File: config.mk
export PLATFORM = sky130hd
export DESIGN_NAME = fc_pixel_tx
export DESIGN_NICKNAME = d
export VERILOG_FILES = /design/src/rtl/fc_pixel_tx.sv
export SDC_FILE = /design/constraint.sdc
export NUM_CORES = 1
export LEC_CHECK = 0
export CORE_UTILIZATION = 54
export CTS_BUF_LIST = sky130_fd_sc_hd__clkbuf_8
export DETAILED_ROUTE_END_ITERATION = 10
export GPL_TIMING_DRIVEN = 0
export PLACE_DENSITY_LB_ADDON = 0.1
export SYNTH_ARGS = -nofsm -noshare
export SYNTH_HDL_FRONTEND = slang
export SYNTH_SLANG_ARGS = --single-unit
File: constraint.sdc
create_clock -name clk -period 28.1 [get_ports clk]
set_input_delay 4.215 -clock clk [delete_from_list [all_inputs] [get_ports clk]]
set_output_delay 4.215 -clock clk [all_outputs]
set_load 0.02 [all_outputs]
File: src/rtl/fc_pixel_tx.sv
// rtl/fc_pixel_tx.sv - frame-to-beat serializer feeding the FC layer; optional shadow buffer under FC_TX_DOUBLE_BUF_EN
module fc_pixel_tx #(
    parameter int INPUT_NUM  = 400,
    parameter int LANES      = 16,
    parameter int BEATS      = 25,
    parameter int GAP_CYCLES = 1,
    parameter int BEAT_GAP   = 0
) (
    input  logic                 clk,
    input  logic                 rst_n,
    input  logic                 frame_valid,
    output logic                 frame_ready,
    input  logic [INPUT_NUM-1:0] frame_data,
    output logic                 valid_out,
    output logic                 pixel_out_1,
    output logic                 pixel_out_2,
    output logic                 pixel_out_3,
    output logic                 pixel_out_4,
    output logic                 pixel_out_5,
    output logic                 pixel_out_6,
    output logic                 pixel_out_7,
    output logic                 pixel_out_8,
    output logic                 pixel_out_9,
    output logic                 pixel_out_10,
    output logic                 pixel_out_11,
    output logic                 pixel_out_12,
    output logic                 pixel_out_13,
    output logic                 pixel_out_14,
    output logic                 pixel_out_15,
    output logic                 pixel_out_16,
    output logic                 busy,
    output logic                 frame_done
);

    localparam int GW = (GAP_CYCLES > 1) ? $clog2(GAP_CYCLES) : 1;
    localparam int SW = (BEAT_GAP > 0) ? $clog2(BEAT_GAP + 1) : 1;
    localparam logic [4:0]    LAST_BEAT = 5'(BEATS - 1);
    localparam logic [GW-1:0] GAP_LAST  = GW'(GAP_CYCLES - 1);
    localparam logic [SW-1:0] SP_LAST   = SW'(BEAT_GAP);

    typedef enum logic [1:0] {IDLE, SEND, GAP} state_t;

    state_t                 state, state_n;
    logic [4:0]             beat_cnt, beat_n;
    logic [SW-1:0]          sp_cnt, sp_n;
    logic [GW-1:0]          gap_cnt, gap_n;
    logic [INPUT_NUM-1:0]   active_buf;
    logic                   load_active;
    logic                   accept;
    logic [15:0]            lanes;

`ifdef FC_TX_DOUBLE_BUF_EN
    logic [INPUT_NUM-1:0]   shadow_buf;
    logic                   shadow_full, shadow_full_n;
    logic                   load_shadow;
    logic                   active_from_shadow;

    assign frame_ready = rst_n & ((state == IDLE) | ~shadow_full);
`else
    assign frame_ready = rst_n & (state == IDLE);
`endif

    assign accept     = frame_valid & frame_ready;
    assign valid_out  = (state == SEND) && (sp_cnt == '0);
    assign busy       = (state != IDLE);
    assign frame_done = (state == GAP) && (gap_cnt == '0);

    always_ff @(posedge clk or negedge rst_n) begin
        if (!rst_n) begin
            state    <= IDLE;
            beat_cnt <= '0;
            sp_cnt   <= '0;
            gap_cnt  <= '0;
        end else begin
            state    <= state_n;
            beat_cnt <= beat_n;
            sp_cnt   <= sp_n;
            gap_cnt  <= gap_n;
        end
    end

`ifdef FC_TX_DOUBLE_BUF_EN
    always_ff @(posedge clk or negedge rst_n) begin
        if (!rst_n) begin
            shadow_full <= 1'b0;
        end else begin
            shadow_full <= shadow_full_n;
        end
    end

    // Frame storage carries no reset; only the shadow's full flag matters after reset.
    always_ff @(posedge clk) begin
        if (load_active) begin
            active_buf <= active_from_shadow ? shadow_buf : frame_data;
        end
        if (load_shadow) begin
            shadow_buf <= frame_data;
        end
    end
`else
    always_ff @(posedge clk) begin
        if (load_active) begin
            active_buf <= frame_data;
        end
    end
`endif

    always_comb begin
        state_n     = state;
        beat_n      = beat_cnt;
        sp_n        = sp_cnt;
        gap_n       = gap_cnt;
        load_active = 1'b0;
`ifdef FC_TX_DOUBLE_BUF_EN
        load_shadow        = 1'b0;
        active_from_shadow = 1'b0;
        shadow_full_n      = shadow_full;
`endif
        case (state)
            IDLE: begin
                if (accept) begin
                    state_n     = SEND;
                    beat_n      = '0;
                    sp_n        = '0;
                    load_active = 1'b1;
                end
            end
            SEND: begin
                // sp_cnt==0 marks a beat cycle; nonzero values are the inter-beat idle slots.
                if (sp_cnt == '0) begin
                    if (beat_cnt == LAST_BEAT) begin
                        state_n = GAP;
                        beat_n  = '0;
                        gap_n   = '0;
                    end else if (BEAT_GAP == 0) begin
                        beat_n = beat_cnt + 5'd1;
                    end else begin
                        sp_n = SW'(1);
                    end
                end else if (sp_cnt == SP_LAST) begin
                    sp_n   = '0;
                    beat_n = beat_cnt + 5'd1;
                end else begin
                    sp_n = sp_cnt + SW'(1);
                end
`ifdef FC_TX_DOUBLE_BUF_EN
                if (accept) begin
                    load_shadow   = 1'b1;
                    shadow_full_n = 1'b1;
                end
`endif
            end
            GAP: begin
                if (gap_cnt == GAP_LAST) begin
                    gap_n   = '0;
                    state_n = IDLE;
`ifdef FC_TX_DOUBLE_BUF_EN
                    // A frame arriving on the final gap cycle bypasses the shadow.
                    if (shadow_full) begin
                        state_n            = SEND;
                        load_active        = 1'b1;
                        active_from_shadow = 1'b1;
                        shadow_full_n      = 1'b0;
                    end else if (accept) begin
                        state_n     = SEND;
                        load_active = 1'b1;
                    end
`endif
                end else begin
                    gap_n = gap_cnt + GW'(1);
`ifdef FC_TX_DOUBLE_BUF_EN
                    if (accept) begin
                        load_shadow   = 1'b1;
                        shadow_full_n = 1'b1;
                    end
`endif
                end
            end
            default: state_n = IDLE;
        endcase
    end

    // Lane k carries bits k*BEATS .. k*BEATS+BEATS-1, one per beat.
    for (genvar k = 0; k < 16; k++) begin : g_lane
        if (k < LANES) begin : g_on
            logic [BEATS-1:0] seg;
            assign seg      = active_buf[k*BEATS +: BEATS];
            assign lanes[k] = valid_out & seg[beat_cnt];
        end else begin : g_off
            assign lanes[k] = 1'b0;
        end
    end

    assign pixel_out_1  = lanes[0];
    assign pixel_out_2  = lanes[1];
    assign pixel_out_3  = lanes[2];
    assign pixel_out_4  = lanes[3];
    assign pixel_out_5  = lanes[4];
    assign pixel_out_6  = lanes[5];
    assign pixel_out_7  = lanes[6];
    assign pixel_out_8  = lanes[7];
    assign pixel_out_9  = lanes[8];
    assign pixel_out_10 = lanes[9];
    assign pixel_out_11 = lanes[10];
    assign pixel_out_12 = lanes[11];
    assign pixel_out_13 = lanes[12];
    assign pixel_out_14 = lanes[13];
    assign pixel_out_15 = lanes[14];
    assign pixel_out_16 = lanes[15];

endmodule

# [Word-level counts from Yosys, hierarchy flattened]
# Index checks and enable logic that the tools add are counted.
[totals] register_bits=409 mem_bits_rw=0 out_inout_bits=20 romBits=0 n_memories=0 latch_bits=0
[classes] n_eq_ne=7 reduce_logical=10 n_shift=0 addsub=3 n_mux=50 div_mod_pow=0 mul=0 bitwise_logic=20 order_cmp=1
[op_table] operator="binary-select mux 1 bit (select 5 bit)" n=16
[op_table] operator="two-way mux 1 bit" n=23
[op_table] operator="AND 1 bit" n=18
[op_table] operator="two-way mux 5 bit" n=3
[op_table] operator="case mux 5 bit (2 select lines)" n=1
[op_table] operator="two-way mux 2 bit" n=4
[op_table] operator="< comparator 5 x 6 -> 1 bit (second input constant)" n=1
[op_table] operator="!= test 2 bit (second input constant)" n=3
[op_table] operator="case mux 2 bit (3 select lines)" n=1
[op_table] operator="AND reduction 3 bit" n=2
[op_table] operator="nonzero test 2 bit" n=3
[op_table] operator="adder 5 x 1 -> 5 bit (second input constant)" n=1
[op_table] operator="== test 5 bit (second input constant)" n=1
[op_table] operator="case mux 1 bit (2 select lines)" n=2
[op_table] operator="AND reduction 4 bit" n=1
[op_table] operator="adder 1 bit (second input constant)" n=2
[op_table] operator="== test 2 x 1 -> 1 bit (second input constant)" n=1
[op_table] operator="== test 2 bit (second input constant)" n=1
[op_table] operator="logical AND 1 bit" n=2
[op_table] operator="logical NOT 2 bit" n=1
[op_table] operator="!= test 2 x 1 -> 1 bit (second input constant)" n=1
[op_table] operator="inverter 1 bit" n=2
[op_table] operator="AND reduction 2 bit" n=1

# [Logic depth before layout (Yosys ltp)]
[depth] ltp_word=5 ltp_mapped=10 ltp_nobuf=6

# [Least setup slack after synthesis]
# No wires, ideal clock.
[synth_timing] path_kind="input -> register" start="input port frame_valid" end="register active_buf[0] (enable)" t_arrival_ns=20.956 n_path_buf=0 slack_ns=5.966 stages=2 required_ns=26.922 setup_time_ns=1.178 cell_sequence="nand2_1 nor2_1"
[synth_via] elab_chain_cells=3
[synth_lines] element="from (decl)" line="11" source="input logic frame_valid,"
[synth_lines] element="AND 1 bit" line="63" source="assign accept = frame_valid & frame_ready;"
[synth_lines] element="two-way mux 1 bit" line="121" source="if (accept) begin"
[synth_lines] element="two-way mux 1 bit" line="119" source="case (state)"
[synth_lines] element="via load_active" line="48" source="logic load_active;"
[synth_lines] element="to (signal assigned)" line="103" source="active_buf <= frame_data;"
[synth_lines] element="to (decl)" line="47" source="logic [INPUT_NUM-1:0] active_buf;"
# The timed path passes the listed nets, and every way through them passes these cells.
# A chain may end at the register's enable or synchronous reset.

# [Worst setup path after layout]
[layout_timing] start="input port rst_n" end="output port frame_ready"
[layout_via] elab_chain_cells=1
[layout_lines] element="from (decl)" line="10" source="input logic rst_n,"
[layout_lines] element="AND 1 bit" line="60" source="assign frame_ready = rst_n & (state == IDLE);"
[layout_lines] element="to (decl)" line="12" source="output logic frame_ready,"
# No other way between the ends.

==> flow_metrics.env <==
export IMPL_p_leak_uw=0.00756
export IMPL_num_vias=9377
export IMPL_place_ws_ps=18070
export IMPL_max_stage_delay_ps=730
export IMPL_cp_common_cell="clkdlybuf4s50_1"
export IMPL_power_density_nw_per_um2=83.9
export IMPL_path_class="primary input to output pin"
export IMPL_synth_fp_nets=1175
export IMPL_fin_setup_tns_ps=0
export IMPL_cts_resized=0
export IMPL_period_share_pct=35.7
export IMPL_wl_per_cell_um=23.3
export IMPL_areaGrowthSynthToFinish_pct=39.3
export IMPL_final_util_pct=76.3
export IMPL_path_max_fanout=10
export IMPL_synthCells=770
export IMPL_critPathLaunchType="primary input"
export IMPL_grt_pass1_wl_um=59000
export IMPL_initial_core_util_pct=54.7
export IMPL_cp_cell_sequence="clkdlybuf4s50_1, inv_1, nor2_1, clkdlybuf4s50_1"
export IMPL_dpl_cell_area_um2=20700
export IMPL_cts_max_level=3
export IMPL_grt_setup_unrepaired="no"
export IMPL_grt_pass1_vias=9937
export IMPL_clkTransAtPathRegs_ps=60
export IMPL_ys_seq_elements=407
export IMPL_port_buffers=422
export IMPL_clock_sinks=407
export IMPL_drtPass1Iterations=7
export IMPL_grt_max_degree=37
export IMPL_peakVddDrop_v=0.0000413
export IMPL_hold_viol=0
export IMPL_wl_um=40000
export IMPL_max_cap_viol_count=0
export IMPL_coreArea_um2=28700
export IMPL_ant_nets=0
export IMPL_dieWidth_um=173
export IMPL_final_max_slew_viol_count=0
export IMPL_antenna_found_initial=7
export IMPL_synth_edf_count=400
export IMPL_cts_tree="done"
export IMPL_cp_arrival_ps=5810
export IMPL_required_ps=23890
export IMPL_outcome="finished clean"
export IMPL_layout_nets=1680
export IMPL_post_cts_setup_buffers=0
export IMPL_yosys_warnings=0
export IMPL_drt_iter0_drc=684
export IMPL_yosysSeqAreaShare_pct=77.6
export IMPL_relSlewSlack_pct=57.5
export IMPL_dp_hpwl_um=29800
export IMPL_die_h_um=173
export IMPL_avgSynthCellArea_um2=20.4
export IMPL_cts_made_buffers=68
export IMPL_ys_flop_type="edfxtp_1"
export IMPL_period_needed_ps=10020
export IMPL_drc=0
export IMPL_drive_above_1_share_pct=15.3
export IMPL_ios=423
export IMPL_die_area_um2=29800
export IMPL_max_freq_mhz=99.8
export IMPL_clk_path_buf_depth=3
export IMPL_cp_slowest_cell="clkdlybuf4s50_1"
export IMPL_finalClockSkew_ps=18.4
export IMPL_worst_slack_ps=18080
export IMPL_setup_violations=0
export IMPL_grt_total_usage_pct=27.3
export IMPL_vias_per_cell=5.47
export IMPL_hold_class="flip-flop to flip-flop"
export IMPL_grt_overflow_total=0
export IMPL_tightest_slew_ps=635
export IMPL_cts_hold_buf=0
export IMPL_async_reset_ff_share_pct=1.72
export IMPL_ctsRootBufferMaster="clkbuf_8"
export IMPL_synth_area_um2=15700
export IMPL_ys_types=33
export IMPL_place_congestion=0.815
export IMPL_critical_path_endpoint_type="output pin"
export IMPL_insertion_delay_ps=570
export IMPL_core_rowCount=62
export IMPL_design_area_um2=21900
[worst paths after layout]
| check | cells after the start | end | slack [ps] | from |
|---|---|---|---|---|
| min reg2reg | 2 | beat_cnt[2] | 680 | beat_cnt[2] |
| max in group asynchronous | 1 | beat_cnt[4] | 23850 | rst_n |
| min | 2 | beat_cnt[2] | 680 | beat_cnt[2] |
| max reg2reg | 7 | active_buf[133] | 25340 | state[0] |
| max | 4 | frame_ready | 18080 | rst_n |
| min in group asynchronous | 1 | state[1] | 3950 | rst_n |
[per-stage QoR]
| step | std cells | total power [uW] | hold slack [ps] |
|---|---|---|---|
| 2_1_floorplan | 770 | 1160 | 583 |
| 3_3_place_gp | 1576 | 1430 | 664 |
| 3_5_place_dp | 1589 | 1400 | 664 |
| 4_1_cts | 1707 | 1860 | 676 |
| 5_1_grt | 1715 | 1920 | 717 |
| 6_report | 1715 | 1840 | 681 |
[report_power, final]
| group | switching [uW] | internal, uW |
|---|---|---|
| sequential | 9.87 | 713 |
| clock | 225 | 229 |
| combinational | 352 | 309 |
| total | 586 | 1250 |
[flip-flops by register name, summed over array words and instances (netlist names)]
register    count
state           2
active_buf    400
beat_cnt        5
[layout make-up]
cell class | instances | area [um2]
timing repair buffer | 435 | 4510
antenna | 8 | 20.0
multi-input combinational | 313 | 3240
buffer | 45 | 278
inverter | 5 | 18.8
fill | 1683 | 6810
clock buffer | 69 | 950
sequential | 407 | 12200
clock inverter | 49 | 214
tap | 384 | 480
[layer usage]
metal | GRT usage, % | wire length, um | vias up
met2 | 45.9 | 20400 | 467
met3 | 7.41 | 3440 | 92
met5 | 0 | 0 | -
met1 | 33.3 | 14700 | 4618
li1 | - | - | 4200
met4 | 11.6 | 1410 | 0
[cell usage after synthesis, types with 2 or more instances]
cell	number	share of area (%)
dfrtp_1	7	1.1
nor2b_1	3	0.12
a211oi_2	10	0.80
inv_1	5	0.12
or3_1	2	0.080
a211oi_1	6	0.29
a22oi_1	16	0.76
buf_4	8	0.38
buf_1	2	0.048
o21ai_0	4	0.13
nor2_1	7	0.17
mux2i_1	65	4.1
ha_1	2	0.16
nand3_1	16	0.51
edfxtp_1	400	76
a21o_1	16	0.76
a21oi_1	18	0.57
nand2_1	39	0.93
and2_1	2	0.080
or2_2	2	0.080
o22ai_1	33	1.3
buf_2	15	0.48
mux4_2	64	9.2
clkbuf_1	12	0.29
buf_6	8	0.57
[worst max-delay path: cells and delay by family]
family,cells,cell delay (ps)
buffers and inverters,3,1490
and+or+nand+nor,1,110
[logic make-up (layout without fill, tap and decap cells)]
kind of cell | after synthesis | in the layout | share of synthesized area (%)
AO/OA/AOI/OAI | 105 | 105 | 4.73
AND/OR/NAND/NOR | 77 | 77 | 2.36
adder cells (fa/ha/maj) | 2 | 2 | 0.159
multiplexers | 129 | 129 | 13.3
flip-flops | 407 | 407 | 77.6
buffers and inverters | 50 | 603 | 1.89
other | 0 | 8 | 0
[placed cells by master (no fill, tap or decap), types with 2 or more instances in the layout]
| master | synthesis | routed |
|---|---|---|
| nor2_1 | 7 | 6 |
| a211oi_2 | 10 | 10 |
| inv_6 | 0 | 2 |
| a22oi_1 | 16 | 16 |
| o21ai_0 | 4 | 4 |
| clkinv_2 | 0 | 7 |
| nor2b_1 | 3 | 3 |
| mux4_2 | 64 | 64 |
| or2_2 | 2 | 2 |
| mux2i_1 | 65 | 65 |
| buf_1 | 2 | 2 |
| clkdlybuf4s50_1 | 0 | 422 |
| edfxtp_1 | 400 | 400 |
| and2_1 | 2 | 2 |
| buf_12 | 0 | 10 |
| inv_1 | 5 | 28 |
| nand3_1 | 16 | 16 |
| dfrtp_1 | 7 | 7 |
| buf_2 | 15 | 15 |
| or3_1 | 2 | 2 |
| clkinvlp_4 | 0 | 3 |
| buf_4 | 8 | 8 |
| o22ai_1 | 33 | 33 |
| clkinv_1 | 0 | 14 |
| buf_16 | 0 | 3 |
| a21o_1 | 16 | 16 |
| diode_2 | 0 | 8 |
| buf_6 | 8 | 8 |
| clkbuf_1 | 12 | 12 |
| ha_1 | 2 | 2 |
| a21oi_1 | 18 | 18 |
| a211oi_1 | 6 | 6 |
| clkbuf_8 | 0 | 69 |
| nand2_1 | 39 | 39 |
Note: power is estimated with default switching activity, not from simulation.
